<file path="config.mk">
export PLATFORM = sky130hd
export DESIGN_NAME = capture_sequencer_flat
export DESIGN_NICKNAME = d
export VERILOG_FILES = /design/src/rtl/capture_sequencer_if.sv /design/src/rtl/capture_sequencer.sv /design/src/flat_wrapper.sv
export SDC_FILE = /design/constraint.sdc
export NUM_CORES = 1
export LEC_CHECK = 0
export CAP_MARGIN = 40
export CORE_UTILIZATION = 51
export DETAILED_ROUTE_END_ITERATION = 12
export GPL_TIMING_DRIVEN = 0
export HOLD_SLACK_MARGIN = 0.1
export PLACE_DENSITY = 0.73
export SLEW_MARGIN = 20
export SYNTH_ARGS = -nofsm -noshare
export SYNTH_HDL_FRONTEND = slang
export SYNTH_SLANG_ARGS = --single-unit
export TNS_END_PERCENT = 50
</file>
<file path="constraint.sdc">
create_clock -name clk_i -period 11.85 [get_ports clk_i]
set_input_delay 1.7775 -clock clk_i [delete_from_list [all_inputs] [get_ports clk_i]]
set_output_delay 1.7775 -clock clk_i [all_outputs]
set_load 0.02 [all_outputs]
</file>
<file path="src/rtl/capture_sequencer_if.sv">
// Host/trigger-side control inputs and buffer-side sample outputs of the capture sequencer.
interface capture_sequencer_if #(
   parameter int ADDR_W = 10,
   parameter int DIV_W  = 26
);
   logic              arm;
   logic              abort;
   logic [DIV_W-1:0]  div;
   logic [ADDR_W-1:0] pre_cnt;
   logic [ADDR_W-1:0] post_cnt;
   logic              trig_in;
   logic              sample_en;
   logic [ADDR_W-1:0] wr_addr;
   logic [ADDR_W-1:0] trig_addr;
   logic              armed;
   logic              triggered;
   logic              done;

   modport master (
      output arm, abort, div, pre_cnt, post_cnt, trig_in,
      input  sample_en, wr_addr, trig_addr, armed, triggered, done
   );

   modport slave (
      input  arm, abort, div, pre_cnt, post_cnt, trig_in,
      output sample_en, wr_addr, trig_addr, armed, triggered, done
   );
endinterface

</file>
<file path="src/rtl/capture_sequencer.sv">
// Logic-analyzer capture control: divides clk into sample ticks and walks arm/fill/trigger/post/done.
// All outputs registered; sample_en and wr_addr appear the cycle after a tick; abort beats arm and drops a pending sample.
module capture_sequencer #(
   parameter int ADDR_W = 10,
   parameter int DIV_W  = 26
) (
   input  logic               clk_i,
   input  logic               rst_n_i,
   capture_sequencer_if.slave bus
);
   typedef enum logic [2:0] {S_IDLE, S_FILL, S_WAIT, S_POST, S_DONE} state_t;

   state_t            state_q, state_d;
   logic [DIV_W-1:0]  div_q, div_d;
   logic [DIV_W-1:0]  div_cnt_q, div_cnt_d;
   logic [ADDR_W-1:0] pre_q, pre_d;
   logic [ADDR_W-1:0] post_q, post_d;
   logic [ADDR_W-1:0] cnt_q, cnt_d;
   logic [ADDR_W-1:0] rem_q, rem_d;
   logic [ADDR_W-1:0] nxt_addr_q, nxt_addr_d;
   logic [ADDR_W-1:0] wr_addr_q, wr_addr_d;
   logic [ADDR_W-1:0] trig_addr_q, trig_addr_d;
   logic              sample_en_q, sample_en_d;
   logic              armed_q, armed_d;
   logic              triggered_q, triggered_d;
   logic              done_q, done_d;
   logic              active;
   logic              tick;
   logic [DIV_W-1:0]  div_last;

   // div of 0 and 1 both give a tick every cycle
   assign div_last = (div_q == '0) ? '0 : div_q - DIV_W'(1);
   assign active   = (state_q == S_FILL) || (state_q == S_WAIT) || (state_q == S_POST);
   assign tick     = active && (div_cnt_q == div_last);

   always_comb begin
      state_d     = state_q;
      div_cnt_d   = '0;
      div_d       = div_q;
      pre_d       = pre_q;
      post_d      = post_q;
      cnt_d       = cnt_q;
      rem_d       = rem_q;
      nxt_addr_d  = nxt_addr_q;
      wr_addr_d   = wr_addr_q;
      trig_addr_d = trig_addr_q;
      sample_en_d = 1'b0;

      if (bus.abort) begin
         state_d = S_IDLE;
      end else begin
         if (active) begin
            div_cnt_d = tick ? '0 : div_cnt_q + DIV_W'(1);
         end
         if (tick) begin
            sample_en_d = 1'b1;
            wr_addr_d   = nxt_addr_q;
            nxt_addr_d  = nxt_addr_q + ADDR_W'(1);
         end
         case (state_q)
            S_IDLE, S_DONE: begin
               if (bus.arm) begin
                  div_d      = bus.div;
                  pre_d      = bus.pre_cnt;
                  post_d     = bus.post_cnt;
                  cnt_d      = '0;
                  nxt_addr_d = '0;
                  wr_addr_d  = '0;
                  state_d    = (bus.pre_cnt == '0) ? S_WAIT : S_FILL;
               end
            end
            S_FILL: begin
               if (tick) begin
                  cnt_d = cnt_q + ADDR_W'(1);
                  if (cnt_q + ADDR_W'(1) == pre_q) state_d = S_WAIT;
               end
            end
            S_WAIT: begin
               if (tick && bus.trig_in) begin
                  trig_addr_d = nxt_addr_q;
                  rem_d       = post_q;
                  state_d     = (post_q == '0) ? S_DONE : S_POST;
               end
            end
            S_POST: begin
               if (tick) begin
                  rem_d = rem_q - ADDR_W'(1);
                  if (rem_q == ADDR_W'(1)) state_d = S_DONE;
               end
            end
            default: state_d = S_IDLE;
         endcase
      end

      armed_d     = (state_d == S_FILL) || (state_d == S_WAIT);
      triggered_d = (state_d == S_POST) || (state_d == S_DONE);
      done_d      = (state_d == S_DONE);
   end

   always_ff @(posedge clk_i or negedge rst_n_i) begin
      if (!rst_n_i) begin
         state_q     <= S_IDLE;
         div_q       <= '0;
         div_cnt_q   <= '0;
         pre_q       <= '0;
         post_q      <= '0;
         cnt_q       <= '0;
         rem_q       <= '0;
         nxt_addr_q  <= '0;
         wr_addr_q   <= '0;
         trig_addr_q <= '0;
         sample_en_q <= 1'b0;
         armed_q     <= 1'b0;
         triggered_q <= 1'b0;
         done_q      <= 1'b0;
      end else begin
         state_q     <= state_d;
         div_q       <= div_d;
         div_cnt_q   <= div_cnt_d;
         pre_q       <= pre_d;
         post_q      <= post_d;
         cnt_q       <= cnt_d;
         rem_q       <= rem_d;
         nxt_addr_q  <= nxt_addr_d;
         wr_addr_q   <= wr_addr_d;
         trig_addr_q <= trig_addr_d;
         sample_en_q <= sample_en_d;
         armed_q     <= armed_d;
         triggered_q <= triggered_d;
         done_q      <= done_d;
      end
   end

   assign bus.sample_en = sample_en_q;
   assign bus.wr_addr   = wr_addr_q;
   assign bus.trig_addr = trig_addr_q;
   assign bus.armed     = armed_q;
   assign bus.triggered = triggered_q;
   assign bus.done      = done_q;
endmodule
</file>
<file path="src/flat_wrapper.sv">
// flat-port wrapper written by rule: the top's interface ports become plain ports
module capture_sequencer_flat 
#(
   parameter int ADDR_W = 10,
   parameter int DIV_W  = 26
)
  (clk_i, rst_n_i, bus_arm, bus_abort, bus_div, bus_pre_cnt, bus_post_cnt, bus_trig_in, bus_sample_en, bus_wr_addr, bus_trig_addr, bus_armed, bus_triggered, bus_done);
  capture_sequencer_if #(.ADDR_W(ADDR_W), .DIV_W(DIV_W)) bus_i ();
  input  logic clk_i;
  input  logic rst_n_i;
  input wire logic [$bits(bus_i.arm)-1:0] bus_arm;
  input wire logic [$bits(bus_i.abort)-1:0] bus_abort;
  input wire logic [$bits(bus_i.div)-1:0] bus_div;
  input wire logic [$bits(bus_i.pre_cnt)-1:0] bus_pre_cnt;
  input wire logic [$bits(bus_i.post_cnt)-1:0] bus_post_cnt;
  input wire logic [$bits(bus_i.trig_in)-1:0] bus_trig_in;
  output wire logic [$bits(bus_i.sample_en)-1:0] bus_sample_en;
  output wire logic [$bits(bus_i.wr_addr)-1:0] bus_wr_addr;
  output wire logic [$bits(bus_i.trig_addr)-1:0] bus_trig_addr;
  output wire logic [$bits(bus_i.armed)-1:0] bus_armed;
  output wire logic [$bits(bus_i.triggered)-1:0] bus_triggered;
  output wire logic [$bits(bus_i.done)-1:0] bus_done;
  assign bus_i.arm = bus_arm;
  assign bus_i.abort = bus_abort;
  assign bus_i.div = bus_div;
  assign bus_i.pre_cnt = bus_pre_cnt;
  assign bus_i.post_cnt = bus_post_cnt;
  assign bus_i.trig_in = bus_trig_in;
  assign bus_sample_en = bus_i.sample_en;
  assign bus_wr_addr = bus_i.wr_addr;
  assign bus_trig_addr = bus_i.trig_addr;
  assign bus_armed = bus_i.armed;
  assign bus_triggered = bus_i.triggered;
  assign bus_done = bus_i.done;
  capture_sequencer #(.ADDR_W(ADDR_W), .DIV_W(DIV_W)) u_core (.clk_i(clk_i), .rst_n_i(rst_n_i), .bus(bus_i));
endmodule
</file>
# After elaboration in Yosys (flattened, before gate mapping)

Cells that the tools add are included.

Input bits: 51
Register bits after elaboration: 129

Muxes and demuxes: 28
Add/sub/neg operators: 5
Bitwise logic cells: 1
Equal/unequal tests: 15
Reduce and logical (&&, ||, !) cells: 17

Operator list:

| cell                  | count |
|---|---|
| $mux 26               | 4 |
| $mux 10               | 10 |
| $pmux 10 s2           | 2 |
| $add 26x1->26 const B | 1 |
| $eq 26x26->1          | 1 |
| $logic_not 26->1      | 1 |
| $sub 26x1->26 const B | 1 |
| $mux 3                | 8 |
| $add 10x1->10 const B | 2 |
| $logic_not 10->1      | 2 |
| $eq 3x2->1 const B    | 4 |
| $pmux 3 s4            | 1 |
| $eq 10x1->1 const B   | 1 |
| $eq 10x10->1          | 1 |
| $sub 10x1->10 const B | 1 |
| $reduce_and 4->1      | 2 |
| $eq 3x1->1 const B    | 2 |
| $eq 3x3->1 const B    | 2 |
| $reduce_and 3->1      | 2 |
| $logic_or 1x1->1      | 4 |
| $ne 2x1->1 const B    | 2 |
| $ne 2x2->1 const B    | 2 |
| $reduce_bool 2->1     | 2 |
| $logic_not 3->1       | 1 |
| other kinds (5)       | 7 |

# Longest topological paths before layout

Depth after elaboration: 10
Depth in mapped cells: 15
Gate-level depth less buffers: 14

# Least setup slack after synthesis

Ideal clock, no wire load.

Kind: flip-flop to flip-flop
Start point: register u_core.div_q[2]
End point: register u_core.nxt_addr_q[7]
Path buffers: 2
Data arrival time: 3,962 ps
Slack: 7,756 ps
Data required time: 11,719 ps
Setup time: 131 ps
Period minus slack after synthesis: 4,094 ps
Cell stages (with the launch flop): 14
Cell sequence: dfrtp_1 buf_6 or4_4 or2_1 buf_2 or4_1 mux2i_1 a2111o_1 or4_4 nor4b_4 nand3_2 or3b_1 xnor2_1 nor2_1

Longest elaborated chain between the ends: 7
Elaborated cells on any way between the ends: 8

Ends and longest elaborated chain:

| element                                           | RTL line                 | RTL |
|---|---|---|
| from (decl)                                       | capture_sequencer.sv:14  | `logic [DIV_W-1:0] div_q, div_d;` |
| from (signal assigned)                            | capture_sequencer.sv:118 | `div_q <= div_d;` |
| $sub 26x1->26 or $logic_not 26->1 (tied branches) | capture_sequencer.sv:32  | `assign div_last = (div_q == '0) ? '0 : div_q - DIV_W'(1);` |
| $mux 26 (*)                                       | capture_sequencer.sv:32  |  |
| $eq 26x26->1 (*)                                  | capture_sequencer.sv:34  | `assign tick = active && (div_cnt_q == div_last);` |
| $logic_and 1x1->1 (*)                             | capture_sequencer.sv:34  |  |
| $mux 10 (*)                                       | capture_sequencer.sv:55  | `if (tick) begin` |
| $mux 10                                           | capture_sequencer.sv:62  | `if (bus.arm) begin` |
| $mux 10 (*)                                       | capture_sequencer.sv:60  | `case (state_q)` |
| to (signal assigned)                              | capture_sequencer.sv:124 | `nxt_addr_q <= nxt_addr_d;` |
| to (decl)                                         | capture_sequencer.sv:20  | `logic [ADDR_W-1:0] nxt_addr_q, nxt_addr_d;` |

Every way passes the cells marked *; elsewhere a longest branch is shown, timed or not.
A chain may end at the register's enable or synchronous reset.

# Worst setup path in the final report

Start point: register u_core.div_q[0]
End point: register u_core.wr_addr_q[5] (netlist: u_core.bus.wr_addr[5])

Longest elaborated chain between the ends: 7
Elaborated cells on any way between the ends: 8

Ends and longest elaborated chain:

| element                                           | RTL line                 | RTL |
|---|---|---|
| $sub 26x1->26 or $logic_not 26->1 (tied branches) | capture_sequencer.sv:32  |  |
| $mux 26 (*)                                       | capture_sequencer.sv:32  |  |
| $eq 26x26->1 (*)                                  | capture_sequencer.sv:34  |  |
| $logic_and 1x1->1 (*)                             | capture_sequencer.sv:34  |  |
| $mux 10 (*)                                       | capture_sequencer.sv:55  |  |
| $mux 10                                           | capture_sequencer.sv:62  |  |
| $mux 10 (*)                                       | capture_sequencer.sv:60  |  |
| to (signal assigned)                              | capture_sequencer.sv:125 | `wr_addr_q <= wr_addr_d;` |
| to (decl)                                         | capture_sequencer.sv:21  | `logic [ADDR_W-1:0] wr_addr_q, wr_addr_d;` |

Marked as above.

==> key figures <==
Floorplan
  • Row cnt: 43
  • Core area: 0.0140 mm²
  • Die area: 0.0149 mm²
  • Ports: 75
  • Die Ht: 122 µm
  • Initial core utilization: 52.7%
  • Horiz. Die Dim: 122 µm

Timing
  • Worst-margin pin slew: 0.696 ns
  • Setup TNS: 0 ns
  • Fmax achieved: 206 MHz
  • Unrepaired setup endpoints after global routing: no
  • Final period utilization: 40.9%
  • Crit path time final: 4.85 ns
  • Worst Skew: 0.0107 ns
  • Final slew viol count: 0
  • Final setup fails: 0
  • Final Hold Viols: 0
  • Slew HR: 52.4%

Logic synthesis
  • Synth top area share: 43.8%
  • Syn Area/Cell: 9.84 µm²
  • Register area share after synthesis: 43.8%
  • Fraction of registers with async set/reset: 100%
  • Yosys reg bits: 129
  • Biggest area consumer among synthesized cells: dfrtp_1
  • Mapped cell area: 0.00737 mm²
  • Cells after Synth: 749
  • Yosys warns: 0
  • Netlist cell types: 78
  • Synth Flop Type: dfrtp_1
  • Number of synthesized flops with an enable pin: 0
  • Top cells by area, synth: dfrtp_1 (44%), mux2_2 (7.8%), xnor2_1 (4.6%), nor2_1 (4.0%), xor2_1 (3.3%)
  • Syn nets: 806

Setup path
  • Data required, critical path: 12.16 ns
  • Worst Path Max Fanout: 10
  • Critical path startpoint category: flip-flop
  • Origin of the worst setup path: u_core.div_q[0]$_DFFE_PN0P_
  • Kind of critical path: reg2reg
  • WP data arrival: 5.16 ns
  • Worst r2r src: u_core.div_q[0]$_DFFE_PN0P_
  • CP Capture Type: flip-flop

Cells and area
  • Non-filler instance count after layout: 1,035
  • Nets@finish: 899
  • FILL cells: 1,160
  • Reg area: 0.00323 mm²
  • Area Growth Syn to Fin: 21.6%
  • Final Cell Area: 0.00896 mm²
  • ANT cells: 0
  • Share of cells above drive strength 1: 13.7%
  • Multi-input logic area: 0.00390 mm²

GRT
  • GR Overflow Total: 0
  • Largest net degree at the start of global routing: 67
  • Initial antenna violation count: 0
  • First-pass GRT wire length: 30.0 mm
  • GRT Util Overall: 26.1%
  • Vias in the first global route: 6,192

Power
  • PnR Total Power: 0.00125 W
  • Leakage power: 3.58 nW
  • Power Density: 140 mW/mm²
  • VDD IR-drop max: 104 µV

Flow run
  • Max_cap viols: 0

Clocking
  • CTS tree: yes
  • Worst-path clk slew: 0.06 ns
  • CTS Root Buffer Type: clkbuf_16
  • CTS Buf Count: 17
  • CTS resizes: 0
  • Post CTS Setup Buffer Count: 0
  • H-tree depth reported by CTS: 4
  • Clock Sinks: 129
  • Worst-Skew Late Latency: 0.43 ns
  • CTS max path bufs: 2
  • Hold_buf cts: 0

Routing
  • Via count: 6,305
  • WL per Instance: 17.8 µm
  • Iteration-0 DRC Markers: 414
  • Drt first pass iters: 5
  • DRC: 0
  • Final ANT Viol Nets: 0
  • Vias per inst: 6.09
  • Total wire length: 18.4 mm

Placed design
  • GPL Wtd Cong: 0.947
  • Post-DP HPWL: 13.3 mm
  • Buffers on Ports: 73
  • Dpl cell area: 0.00836 mm²
  • Placed Cells: 1,003

Hold path
  • Min-delay worst type: reg2reg
  • Hold path start: u_core.bus.trig_addr[9]$_DFFE_PN0P_

Outcome
  • Status: finished, final reports clean
-- critical path, stage by stage, from the launching register on --
cell      delay, ns
dfrtp_1        0.42
inv_1          0.15
ha_1           0.24
nor3b_1        0.39
nand4_1        0.38
or2_1          0.42
clkbuf_1       0.29
nor4_1         0.24
a21oi_1        0.12
or4_1          0.59
nor4b_4        0.40
nand2_1        0.29
a21o_1         0.26
clkbuf_1       0.27
a22o_1         0.26
-- cells in the final DEF, fill, tap and decap left out, types with 6 or more instances in the layout --
cell,count
dfrtp_1,129
nor2_1,78
clkdlybuf4s50_1,72
mux2_2,51
nand2_1,40
xnor2_1,39
o21ai_0,36
clkbuf_1,29
nand3_1,29
a21oi_1,29
xor2_1,28
inv_1,22
clkbuf_16,17
and3_1,15
nor3_1,14
nand4_1,14
nor4_1,12
nand2b_1,12
or4_1,11
o31ai_1,11
a22o_1,10
mux2i_1,8
a31oi_1,6
buf_2,6
ha_1,6
inv_6,6
-- routing by layer --
| metal | global-route usage, % | vias to the layer above | wire length (µm) |
|---|---|---|---|
| li1 | - | 2917 | - |
| met1 | 34.5 | 3112 | 8170 |
| met2 | 42.2 | 245 | 8750 |
| met3 | 5.30 | 31 | 1140 |
| met4 | 10.3 | 0 | 342 |
| met5 | 0 | - | 0 |
-- cell usage after synthesis, types with 4 or more instances --
cell	count
a211oi_1	5
a21oi_1	29
a22o_1	10
a31oi_1	6
and2_1	5
and3_1	15
and4_1	5
buf_2	6
clkbuf_1	29
dfrtp_1	129
ha_1	6
inv_1	22
mux2_2	51
mux2i_1	8
nand2_1	40
nand2b_1	12
nand3_1	29
nand4_1	14
nor2_1	78
nor2b_1	4
nor3_1	14
nor4_1	12
nor4b_1	5
o211ai_1	5
o21a_1	4
o21ai_0	36
o21ai_1	4
o22ai_1	4
o31ai_1	11
or2_2	4
or3_1	5
or4_1	11
xnor2_1	39
xor2_1	28
-- sequential cells by signal, summed over array words and instances (netlist names), 3 cells and up --
| signal | flops |
|---|---|
| u_core.bus.trig_addr | 10 |
| u_core.bus.wr_addr | 10 |
| u_core.cnt_q | 10 |
| u_core.div_cnt_q | 26 |
| u_core.div_q | 26 |
| u_core.nxt_addr_q | 10 |
| u_core.post_q | 10 |
| u_core.pre_q | 10 |
| u_core.rem_q | 10 |
| u_core.state_q | 3 |
-- where the power goes --
part	internal (W)	switching [W]	total, W
sequential	0.000475	0.0000404	0.000515
clock	0.000322	0.000217	0.000540
combinational	0.0000980	0.0000985	0.000197
total	0.000895	0.000356	0.00125
-- cells by family (layout without fill, tap and decap cells) --
kind of cell | Yosys count | in the layout | synth area share, %
simple gates | 281 | 281 | 21.4
compound gates | 145 | 145 | 13.1
flops | 129 | 129 | 43.8
xor+xnor | 69 | 69 | 8.59
buf+inv | 60 | 166 | 3.26
mux | 59 | 59 | 8.88
fa+ha+maj | 6 | 6 | 1.02
-- final timing paths --
path	to	slack [ns]	cells after the start
max in group asynchronous	u_core.bus.wr_addr[6]$_DFFE_PN0N_	9.76	2
setup / recovery	u_core.bus.wr_addr[5]$_DFFE_PN0N_	7.00	14
min in group asynchronous	u_core.div_q[21]$_DFFE_PN0P_	1.34	1
hold reg to reg	u_core.bus.trig_addr[9]$_DFFE_PN0P_	0.51	1
hold / removal	u_core.bus.trig_addr[9]$_DFFE_PN0P_	0.51	1
setup reg to reg	u_core.bus.wr_addr[5]$_DFFE_PN0N_	7.00	14
-- layout make-up --
| cell class | instances | area share (%) |
|---|---|---|
| Buffer | 37 | 1.72 |
| Timing Repair Buffer | 74 | 8.48 |
| Inverter | 23 | 0.964 |
| Clock buffer | 18 | 4.90 |
| Tap cell | 180 | 2.51 |
| Multi-Input combinational cell | 560 | 43.6 |
| Clock inverter | 14 | 1.84 |
| Sequential cell | 129 | 36.0 |
-- stage by stage --
stage / setup slack, ns / hold slack [ns] / utilization (%)
finish: 7.00 / 0.506 / 64.1
global placement: 4.07 / 0.481 / 59.5
CTS: 7.03 / 0.512 / 64.1
detailed placement: 7.08 / 0.490 / 59.7
floorplan: 7.76 / 0.474 / -
global route: 6.60 / 0.520 / 64.1
(Power assumes the default switching activity.)
